===== config.mk =====
export PLATFORM = sky130hd
export DESIGN_NAME = rename_regfile
export DESIGN_NICKNAME = d
export VERILOG_FILES = /design/src/rtl/rename_regfile_pkg.sv /design/src/rtl/rename_ckpt_bank.sv /design/src/rtl/rename_regfile.sv
export SDC_FILE = /design/constraint.sdc
export NUM_CORES = 2
export LEC_CHECK = 0
export CAP_MARGIN = 25
export CELL_PAD_IN_SITES_DETAIL_PLACEMENT = 1
export CELL_PAD_IN_SITES_GLOBAL_PLACEMENT = 1
export CORE_UTILIZATION = 55
export CTS_BUF_LIST = sky130_fd_sc_hd__clkbuf_4 sky130_fd_sc_hd__clkbuf_8
export CTS_CLUSTER_SIZE = 16
export DETAILED_ROUTE_END_ITERATION = 10
export PLACE_DENSITY_LB_ADDON = 0.1
export SYNTH_ARGS = -nofsm -noshare
export SYNTH_HDL_FRONTEND = slang
export SYNTH_SLANG_ARGS = --single-unit

===== constraint.sdc =====
create_clock -name clk -period 15.8 [get_ports clk]
set_clock_uncertainty 0.2 [all_clocks]
set_input_delay 4.74 -clock clk [delete_from_list [all_inputs] [get_ports clk]]
set_output_delay 4.74 -clock clk [all_outputs]
set_load 0.05 [all_outputs]

===== src/rtl/rename_regfile_pkg.sv =====
// Shared definitions for the renaming register file: default sizes,
// the {busy, tag} map entry, a clog2 helper and the hard-wired-zero index.
package rename_regfile_pkg;

  localparam int unsigned XLEN_DEF  = 32;
  localparam int unsigned NREG_DEF  = 32;
  localparam int unsigned TAG_W_DEF = 4;
  localparam int unsigned NRD_DEF   = 2;
  localparam int unsigned NCKPT_DEF = 4;
  localparam int unsigned REG_ZERO  = 0;

  // Index width for n entries, never below one bit
  function automatic int unsigned clog2(input int unsigned n);
    int unsigned w;
    for (w = 1; (32'd1 << w) < n; w++) begin
    end
    return w;
  endfunction

  localparam int unsigned RW_DEF = clog2(NREG_DEF);

  // One rename-map entry: busy means the value is still owed by ROB tag
  typedef struct packed {
    logic                 busy;
    logic [TAG_W_DEF-1:0] tag;
  } map_ent_t;

endpackage


===== src/rtl/rename_ckpt_bank.sv =====
// Branch checkpoint storage for the rename map: NCKPT snapshots of
// busy/tag, a valid bitmap, lowest-free allocator and the commit-clear
// broadcast that keeps snapshots from waiting on retired tags.
import rename_regfile_pkg::*;

module rename_ckpt_bank #(
  parameter int unsigned NREG  = NREG_DEF,
  parameter int unsigned TAG_W = TAG_W_DEF,
  parameter int unsigned NCKPT = NCKPT_DEF,
  localparam int unsigned RW   = clog2(NREG),
  localparam int unsigned CW   = clog2(NCKPT)
) (
  input  logic                  clk,
  input  logic                  rst,
  input  logic                  en_i,
  input  logic                  clear_i,
  input  logic                  save_i,
  input  logic                  restore_i,
  input  logic [CW-1:0]         restore_id_i,
  input  logic [NCKPT-1:0]      kill_mask_i,
  input  logic                  free_i,
  input  logic [CW-1:0]         free_id_i,
  input  logic [NREG-1:0]       snap_busy_i,
  input  logic [NREG*TAG_W-1:0] snap_tag_i,
  input  logic                  commit_hit_i,
  input  logic [RW-1:0]         commit_reg_i,
  input  logic [TAG_W-1:0]      commit_tag_i,
  output logic [CW-1:0]         alloc_id_c_o,
  output logic                  avail_c_o,
  output logic [NREG-1:0]       rest_busy_c_o,
  output logic [NREG*TAG_W-1:0] rest_tag_c_o
);

  logic [NREG-1:0]       busy_q [NCKPT];
  logic [NREG-1:0]       busy_d [NCKPT];
  logic [NREG*TAG_W-1:0] tag_q  [NCKPT];
  logic [NREG*TAG_W-1:0] tag_d  [NCKPT];
  logic [NCKPT-1:0]      valid_q;
  logic [NCKPT-1:0]      valid_d;

  // Lowest-index free checkpoint
  always_comb begin
    alloc_id_c_o = '0;
    for (int c = int'(NCKPT) - 1; c >= 0; c--) begin
      if (!valid_q[c]) alloc_id_c_o = CW'(c);
    end
    avail_c_o = ~&valid_q;
  end

  // Restored map with the same-cycle commit clear applied on top
  always_comb begin
    rest_tag_c_o = tag_q[restore_id_i];
    for (int unsigned r = 0; r < NREG; r++) begin
      rest_busy_c_o[r] = busy_q[restore_id_i][r] &
                         ~(commit_hit_i && (commit_reg_i == RW'(r)) &&
                           (rest_tag_c_o[r*TAG_W +: TAG_W] == commit_tag_i));
    end
  end

  // Next state: commit broadcast, invalidation, then save (save wins over free)
  always_comb begin
    busy_d  = busy_q;
    tag_d   = tag_q;
    valid_d = valid_q;
    for (int unsigned c = 0; c < NCKPT; c++) begin
      if (valid_q[c] && commit_hit_i &&
          (tag_q[c][commit_reg_i*TAG_W +: TAG_W] == commit_tag_i)) begin
        busy_d[c][commit_reg_i] = 1'b0;
      end
    end
    if (clear_i) begin
      valid_d = '0;
    end else begin
      if (restore_i) valid_d = valid_d & ~kill_mask_i;
      if (free_i) valid_d[free_id_i] = 1'b0;
      if (save_i && !restore_i && avail_c_o) begin
        busy_d[alloc_id_c_o]  = snap_busy_i;
        tag_d[alloc_id_c_o]   = snap_tag_i;
        valid_d[alloc_id_c_o] = 1'b1;
      end
    end
  end

  // Checkpoint state registers
  always_ff @(posedge clk) begin
    if (rst) begin
      busy_q  <= '{default: '0};
      tag_q   <= '{default: '0};
      valid_q <= '0;
    end else if (en_i) begin
      busy_q  <= busy_d;
      tag_q   <= tag_d;
      valid_q <= valid_d;
    end
  end

endmodule


===== src/rtl/rename_regfile.sv =====
// Architectural register file with ROB-tag renaming, combinational read
// ports with commit bypass, one commit per cycle.
// Optional branch checkpoints of the rename map: RENAME_CKPT_EN.
import rename_regfile_pkg::*;

module rename_regfile #(
  parameter int unsigned XLEN  = XLEN_DEF,
  parameter int unsigned NREG  = NREG_DEF,
  parameter int unsigned TAG_W = TAG_W_DEF,
  parameter int unsigned NRD   = NRD_DEF,
  parameter int unsigned NCKPT = NCKPT_DEF,
  localparam int unsigned RW   = clog2(NREG),
  localparam int unsigned CW   = clog2(NCKPT)
) (
  input  logic                     clk,
  input  logic                     rst,
  input  logic                     rdy,
  input  logic                     issue_sig,
  input  logic [RW-1:0]            issue_rd,
  input  logic [TAG_W-1:0]         issue_rob_tag,
  input  logic [NRD*RW-1:0]        rd_reg,
  output logic [NRD*XLEN-1:0]      rd_val,
  output logic [NRD*(TAG_W+1)-1:0] rd_tag,
  input  logic                     commit_sig,
  input  logic [RW-1:0]            commit_reg,
  input  logic [XLEN-1:0]          commit_val,
  input  logic [TAG_W-1:0]         commit_rob_tag,
  input  logic                     clear,
  input  logic                     ckpt_save,
  output logic [CW-1:0]            ckpt_alloc_id,
  output logic                     ckpt_avail,
  input  logic                     ckpt_restore,
  input  logic [CW-1:0]            ckpt_restore_id,
  input  logic                     ckpt_free,
  input  logic [CW-1:0]            ckpt_free_id,
  input  logic [NCKPT-1:0]         ckpt_kill_mask
);

  logic [XLEN-1:0]       val_q [NREG];
  logic [XLEN-1:0]       val_d [NREG];
  logic [NREG-1:0]       busy_q;
  logic [NREG-1:0]       busy_d;
  logic [TAG_W-1:0]      tag_q [NREG];
  logic [TAG_W-1:0]      tag_d [NREG];
  logic                  commit_hit;
  logic                  issue_hit;
  logic [NREG-1:0]       pc_busy;
  logic                  restore_en;
  logic [NREG-1:0]       rest_busy;
  logic [NREG*TAG_W-1:0] rest_tag;

  assign commit_hit = rdy && commit_sig && (commit_reg != RW'(REG_ZERO));
  assign issue_hit  = issue_sig && (issue_rd != RW'(REG_ZERO));

  // Live map after this cycle's commit clear, before issue
  always_comb begin
    for (int unsigned r = 0; r < NREG; r++) begin
      pc_busy[r] = busy_q[r] & ~(commit_hit && (commit_reg == RW'(r)) &&
                                 (tag_q[r] == commit_rob_tag));
    end
  end

`ifdef RENAME_CKPT_EN
  logic [NREG*TAG_W-1:0] snap_tag;

  // Flatten the live tags for snapshotting
  always_comb begin
    for (int unsigned r = 0; r < NREG; r++) snap_tag[r*TAG_W +: TAG_W] = tag_q[r];
  end

  assign restore_en = ckpt_restore;

  rename_ckpt_bank #(
    .NREG (NREG),
    .TAG_W(TAG_W),
    .NCKPT(NCKPT)
  ) u_ckpt (
    .clk          (clk),
    .rst          (rst),
    .en_i         (rdy),
    .clear_i      (clear),
    .save_i       (ckpt_save),
    .restore_i    (ckpt_restore),
    .restore_id_i (ckpt_restore_id),
    .kill_mask_i  (ckpt_kill_mask),
    .free_i       (ckpt_free),
    .free_id_i    (ckpt_free_id),
    .snap_busy_i  (pc_busy),
    .snap_tag_i   (snap_tag),
    .commit_hit_i (commit_hit),
    .commit_reg_i (commit_reg),
    .commit_tag_i (commit_rob_tag),
    .alloc_id_c_o (ckpt_alloc_id),
    .avail_c_o    (ckpt_avail),
    .rest_busy_c_o(rest_busy),
    .rest_tag_c_o (rest_tag)
  );
`else
  logic ckpt_unused;

  assign ckpt_unused   = ^{ckpt_save, ckpt_restore, ckpt_restore_id,
                           ckpt_free, ckpt_free_id, ckpt_kill_mask};
  assign restore_en    = 1'b0;
  assign rest_busy     = '0;
  assign rest_tag      = '0;
  assign ckpt_alloc_id = '0;
  assign ckpt_avail    = 1'b0;
`endif

  // Next state: values always take the commit; map priority clear > restore > issue/commit
  always_comb begin
    val_d  = val_q;
    busy_d = busy_q;
    tag_d  = tag_q;
    if (commit_hit) val_d[commit_reg] = commit_val;
    if (clear) begin
      busy_d = '0;
    end else if (restore_en) begin
      busy_d = rest_busy;
      for (int unsigned r = 0; r < NREG; r++) tag_d[r] = rest_tag[r*TAG_W +: TAG_W];
    end else begin
      busy_d = pc_busy;
      if (issue_hit) begin
        busy_d[issue_rd] = 1'b1;
        tag_d[issue_rd]  = issue_rob_tag;
      end
    end
  end

  // Live state registers; rdy low freezes everything
  always_ff @(posedge clk) begin
    if (rst) begin
      val_q  <= '{default: '0};
      busy_q <= '0;
      tag_q  <= '{default: '0};
    end else if (rdy) begin
      val_q  <= val_d;
      busy_q <= busy_d;
      tag_q  <= tag_d;
    end
  end

  // Read ports with commit bypass; x0 and reset read as zero
  always_comb begin
    logic [RW-1:0] idx;
    for (int unsigned k = 0; k < NRD; k++) begin
      idx = rd_reg[k*RW +: RW];
      rd_val[k*XLEN +: XLEN]           = '0;
      rd_tag[k*(TAG_W+1) +: (TAG_W+1)] = '0;
      if (!rst && (idx != RW'(REG_ZERO))) begin
        if (commit_hit && (commit_reg == idx) && (tag_q[idx] == commit_rob_tag)) begin
          rd_val[k*XLEN +: XLEN]           = commit_val;
          rd_tag[k*(TAG_W+1) +: (TAG_W+1)] = {1'b0, tag_q[idx]};
        end else begin
          rd_val[k*XLEN +: XLEN]           = val_q[idx];
          rd_tag[k*(TAG_W+1) +: (TAG_W+1)] = {busy_q[idx], tag_q[idx]};
        end
      end
    end
  end

endmodule


# After elaboration in Yosys (flattened, before gate mapping)
# Index checks and enable logic that the tools add are counted.
# totals
wordCells,330
reg_bits,1184
out_inout_bits,77
# classes
reduce_logical,84
order_cmp,10
n_eq_ne,67
n_mux,34
bitwise_logic,70
# op_table
op,n
1024-bit bitwise mux,1
32-bit 2-to-1 mux,11
32-bit binary-select mux with 5-bit select,2
32-bit demux with 5-bit select,1
4-bit equality test,34
128-bit bitwise mux,1
5-bit equality test (second input constant),16
1-bit logical AND,76
4-bit binary-select mux with 5-bit select,2
5-bit by 4-bit equality test with 1-bit output (second input constant),8
1-bit inverter,33
1-bit bitwise AND,32
32-bit bitwise OR,1
6-bit >= comparator (second input constant),4
5-bit inverter with 6-bit output,4
4-bit demux with 5-bit select,1
5-bit by 3-bit equality test with 1-bit output (second input constant),4
4-bit 2-to-1 mux,5
5-bit 2-to-1 mux,4
5-bit nonzero test,4
5-bit by 6-bit less-than comparator with 1-bit output (second input constant),3
6-bit by 1-bit less-than comparator with 1-bit output (second input constant),2
1-bit binary-select mux with 5-bit select,2
5-bit by 2-bit equality test with 1-bit output (second input constant),2
other kinds (9),12

# Depth between registers and ports, before layout
# depth
depth_word,9
depth_mapped,11

# Least setup slack after synthesis
# Ideal clock, no wire load.
# synth_timing
path_kind,input-to-output
start,input rd_reg[6]
end,output rd_val[35]
arrival_time_ps,7630
path_buffers,5
stages,9
slack_ps,3230
path_cell_list,buf_2 -> buf_2 -> buf_2 -> clkbuf_1 -> xnor2_1 -> nand4_1 -> nor4_4 -> buf_6 -> mux2i_1
# synth_between
elab_chain_len,8
word_cells_on_any_way,15
classes_between,2 x eq/ne; 8 x mux; 1 x bitwise; 4 x reduce/logical
# synth_lines
item,line_no,text
"start, declared",rename_regfile.sv:21,"input logic [NRD*RW-1:0] rd_reg,"
5-bit inverter with 6-bit output (not written as such),"rename_regfile.sv:151, rename_regfile.sv:155",
4-bit binary-select mux with 5-bit select,rename_regfile.sv:151,if (commit_hit && (commit_reg == idx) && (tag_q[idx] == commit_rob_tag)) begin
4-bit 2-to-1 mux (not written as such) (2 in series),rename_regfile.sv:151,
4-bit equality test,rename_regfile.sv:151,
1-bit logical AND,rename_regfile.sv:151,
32-bit 2-to-1 mux,rename_regfile.sv:151,
32-bit 2-to-1 mux (*),rename_regfile.sv:150,if (!rst && (idx != RW'(REG_ZERO))) begin
"end, declared",rename_regfile.sv:22,"output logic [NRD*XLEN-1:0] rd_val,"
# Mark *: on every way between the ends. The rest lies on a longest branch, timed or not. The select of a mux whose other input is x is not followed.

# Worst setup path after layout
# layout_timing
start,input rd_reg[8]
end,output rd_val[56]
# Same word-level chain as after synthesis.

==> results.yml <==
die:
  die_x_um: 339
  ios: 154
  core-area_mm2: 0.113
  initial_utilization: 0.555
  dieArea_mm2: 0.115
  die_y_um: 339
  row_count: 123
run:
  cap_violations: 0
power:
  leakagePower_nw: 22.6
  vdd_drop_max_mv: 0.0855
  powerDensity_mw_per_mm2: 95.5
critical_path:
  end_kind: "output port"
  critPathKind: "in2out"
  required_ns: 10.86
  crit_arrival_ns: 9.61
  critPathMaxStageDelay_ns: 0.86
  crit_path_top_delay_cell: "clkdlybuf4s50_1"
  cpMostUsedCell: "buf_4"
  cp_max_fo: 26
  worstPathCellList: "buf_4 > buf_4 > nor2_1 > nand2_1 > o22ai_1 > nor4_1 > xnor2_1 > nand2_1 > nor4_4 > buf_4 > mux2i_1 > clkdlybuf4s50_1"
  worst_setup_path_start_kind: "input port"
yosys:
  yosys.cell_count.top_type: "nand2_1"
  postSynthAreaPerCell_um2: 9.26
  netlist_area_mm2: 0.0626
  ys_warn_count: 0
  netlist_instances: 6759
  yosysSeqAreaShare: 0.379
  synth_top_area_frac: 0.379
  async_flop_share: 0
  synth_edf_count: 0
  synth.largest_area_cell: "dfxtp_1"
  synthFlopType: "dfxtp_1"
  yosys-top-cells-area: "dfxtp_1 (38%), mux4_2 (25%), nand2_1 (13%), a21oi_1 (8.3%), mux2i_1 (3.8%)"
  ys_ff_latch: 1184
  ys_types: 44
  ys_top_cells_by_count: "nand2_1 (2,200), dfxtp_1 (1,184), a21oi_1 (1,040)"
layout:
  syn2layout_area_growth_pct: 10.3
  finalNetCount: 6622
  finalNonFillerCells: 8204
  drive_gt1_frac: 0.203
clock_tree:
  cts_made_buffers: 199
  h-tree-depth: 4
  clkLatencyLatePin_ns: 0.94
  clk_pin_slew_ns: 0.06
  cts_resized: 0
  cts_tree: "built"
  cts_root_buffer: "clkbuf_8"
  post_cts_buffers: 0
  clock-sinks: 1184
  cts_buffer_depth: 3
  ctsHoldBuffers: 0
placed_design:
  gp_congestion: 0.902
  dp_hpwl_um: 138000
  dp.cells: 7838
  portBuffers: 139
  preCtsSetupSlack_ns: 1.55
grt:
  antenna_found_initial: 14
  gr-total-overflow: 0
  grt_pass1_vias: 58500
  grt_max_degree: 196
  grt_pass1_wl_um: 374000
  globalRouteTotalUtil: 0.437
drt:
  vias: 56300
  drt_iter0_drc: 7435
  dr.pass1.iters: 6
  finalWirelength_um: 255000
  avgViaCountPerCell: 6.86
  post_drt_wl_per_cell_um: 31.1
  drc: 0
  postRouteAntennaNets: 0
sta:
  setup_violations: 0
  setup_tns_ns: 0
  slew-limit-headroom: 0.203
  min_period_ns: 14.55
  worstMarginPinSlew_ns: 1.20
  rsz0062_at_grt: "no"
  max_freq_ghz: 0.0687
  maxSlewViolCount: 0
  hold_viol: 0
  fin_crit_sh: 0.921
  fin_ws_ns: 1.25
min_path:
  worstHoldPathType: "reg2reg"
outcome:
  status: "completed"
[where the power goes]
group / switching [mW] / internal, mW / total, mW
Sequential: 0.00894 / 3.00 / 3.01
Clock: 1.35 / 1.71 / 3.06
Combinational: 0.363 / 0.161 / 0.524
Total: 1.72 / 4.87 / 6.59
[worst max-delay path: cells and delay by family]
family                    cells  cell delay (ns)
and+or+nand+nor               5             1.71
xor gates and xnor gates      1             0.19
AOI/OAI and AO/OA             1             0.10
buffers and inverters         4             2.49
muxes                         1             0.31
[final cells by class]
cell class,instances,area [um^2]
Clock inverter,33,365
Clock buffer,322,4020
Fill cell,12500,43700
Tap cell,1500,1880
Multi-Input combinational cell,4865,36300
Inverter,2,7.51
Sequential cell,1184,23700
Antenna cell,5,12.5
Timing Repair Buffer,293,2750
[sequential cells by signal (all words and copies together) (netlist names)]
register  cells
busy_q       32
tag_q       128
val_q      1024
[cells in the final DEF, fill, tap and decap left out, types with 13 or more instances in the layout]
cell type / count
nand2_1: 2169
dfxtp_1: 1184
a21oi_1: 1038
mux4_2: 692
clkbuf_8: 258
mux2i_1: 240
nor2_1: 185
buf_4: 141
xnor2_1: 133
clkdlybuf4s50_1: 121
clkbuf_4: 67
mux2_2: 65
nor2b_1: 48
nand4_1: 37
nor2_4: 31
nand2_2: 31
o21ai_0: 31
a22oi_1: 28
nand3_1: 28
clkinv_2: 18
o22ai_1: 16
nor3_1: 13
[cells by family (layout without fill, tap and decap cells)]
family | count (synthesis) | in the layout | share of synthesized area
AOI/OAI and AO/OA | 1123 | 1123 | 0.0915
xor gates and xnor gates | 142 | 142 | 0.0199
buffers and inverters | 712 | 650 | 0.0471
DFF | 1184 | 1184 | 0.379
muxes | 997 | 997 | 0.299
other | 1 | 8 | 0.0000599
and+or+nand+nor | 2600 | 2600 | 0.164
[metal layers]
| layer | share of wire | up-vias | track usage |
|---|---|---|---|
| li1 | - | 23200 | - |
| met1 | 0.37 | 28600 | 0.546 |
| met2 | 0.45 | 3493 | 0.679 |
| met3 | 0.11 | 1024 | 0.113 |
| met4 | 0.065 | 16 | 0.269 |
| met5 | 0.00062 | - | 0 |
[per-stage QoR]
step	area [um^2]	hold slack (ns)	util	power (mW)
global route	69000	0.280	0.612	6.74
detailed placement	64500	0.251	0.572	3.58
finish	69000	0.254	0.613	6.59
floorplan	62600	0.217	-	3.42
global placement	64500	0.227	0.572	3.57
CTS	68900	0.252	0.611	6.58
[final timing paths]
kind	start	end	slack (ns)	cells past startpoint
worst max-delay path	rd_reg[8]	rd_val[56]	1.25	12
worst min-delay path	busy_q[0]	busy_q[0]	0.25	2
worst max register to register	tag_q[111]	busy_q[4]	14.13	6
worst min register to register	busy_q[0]	busy_q[0]	0.25	2
Note: power is estimated with default switching activity, not from simulation.
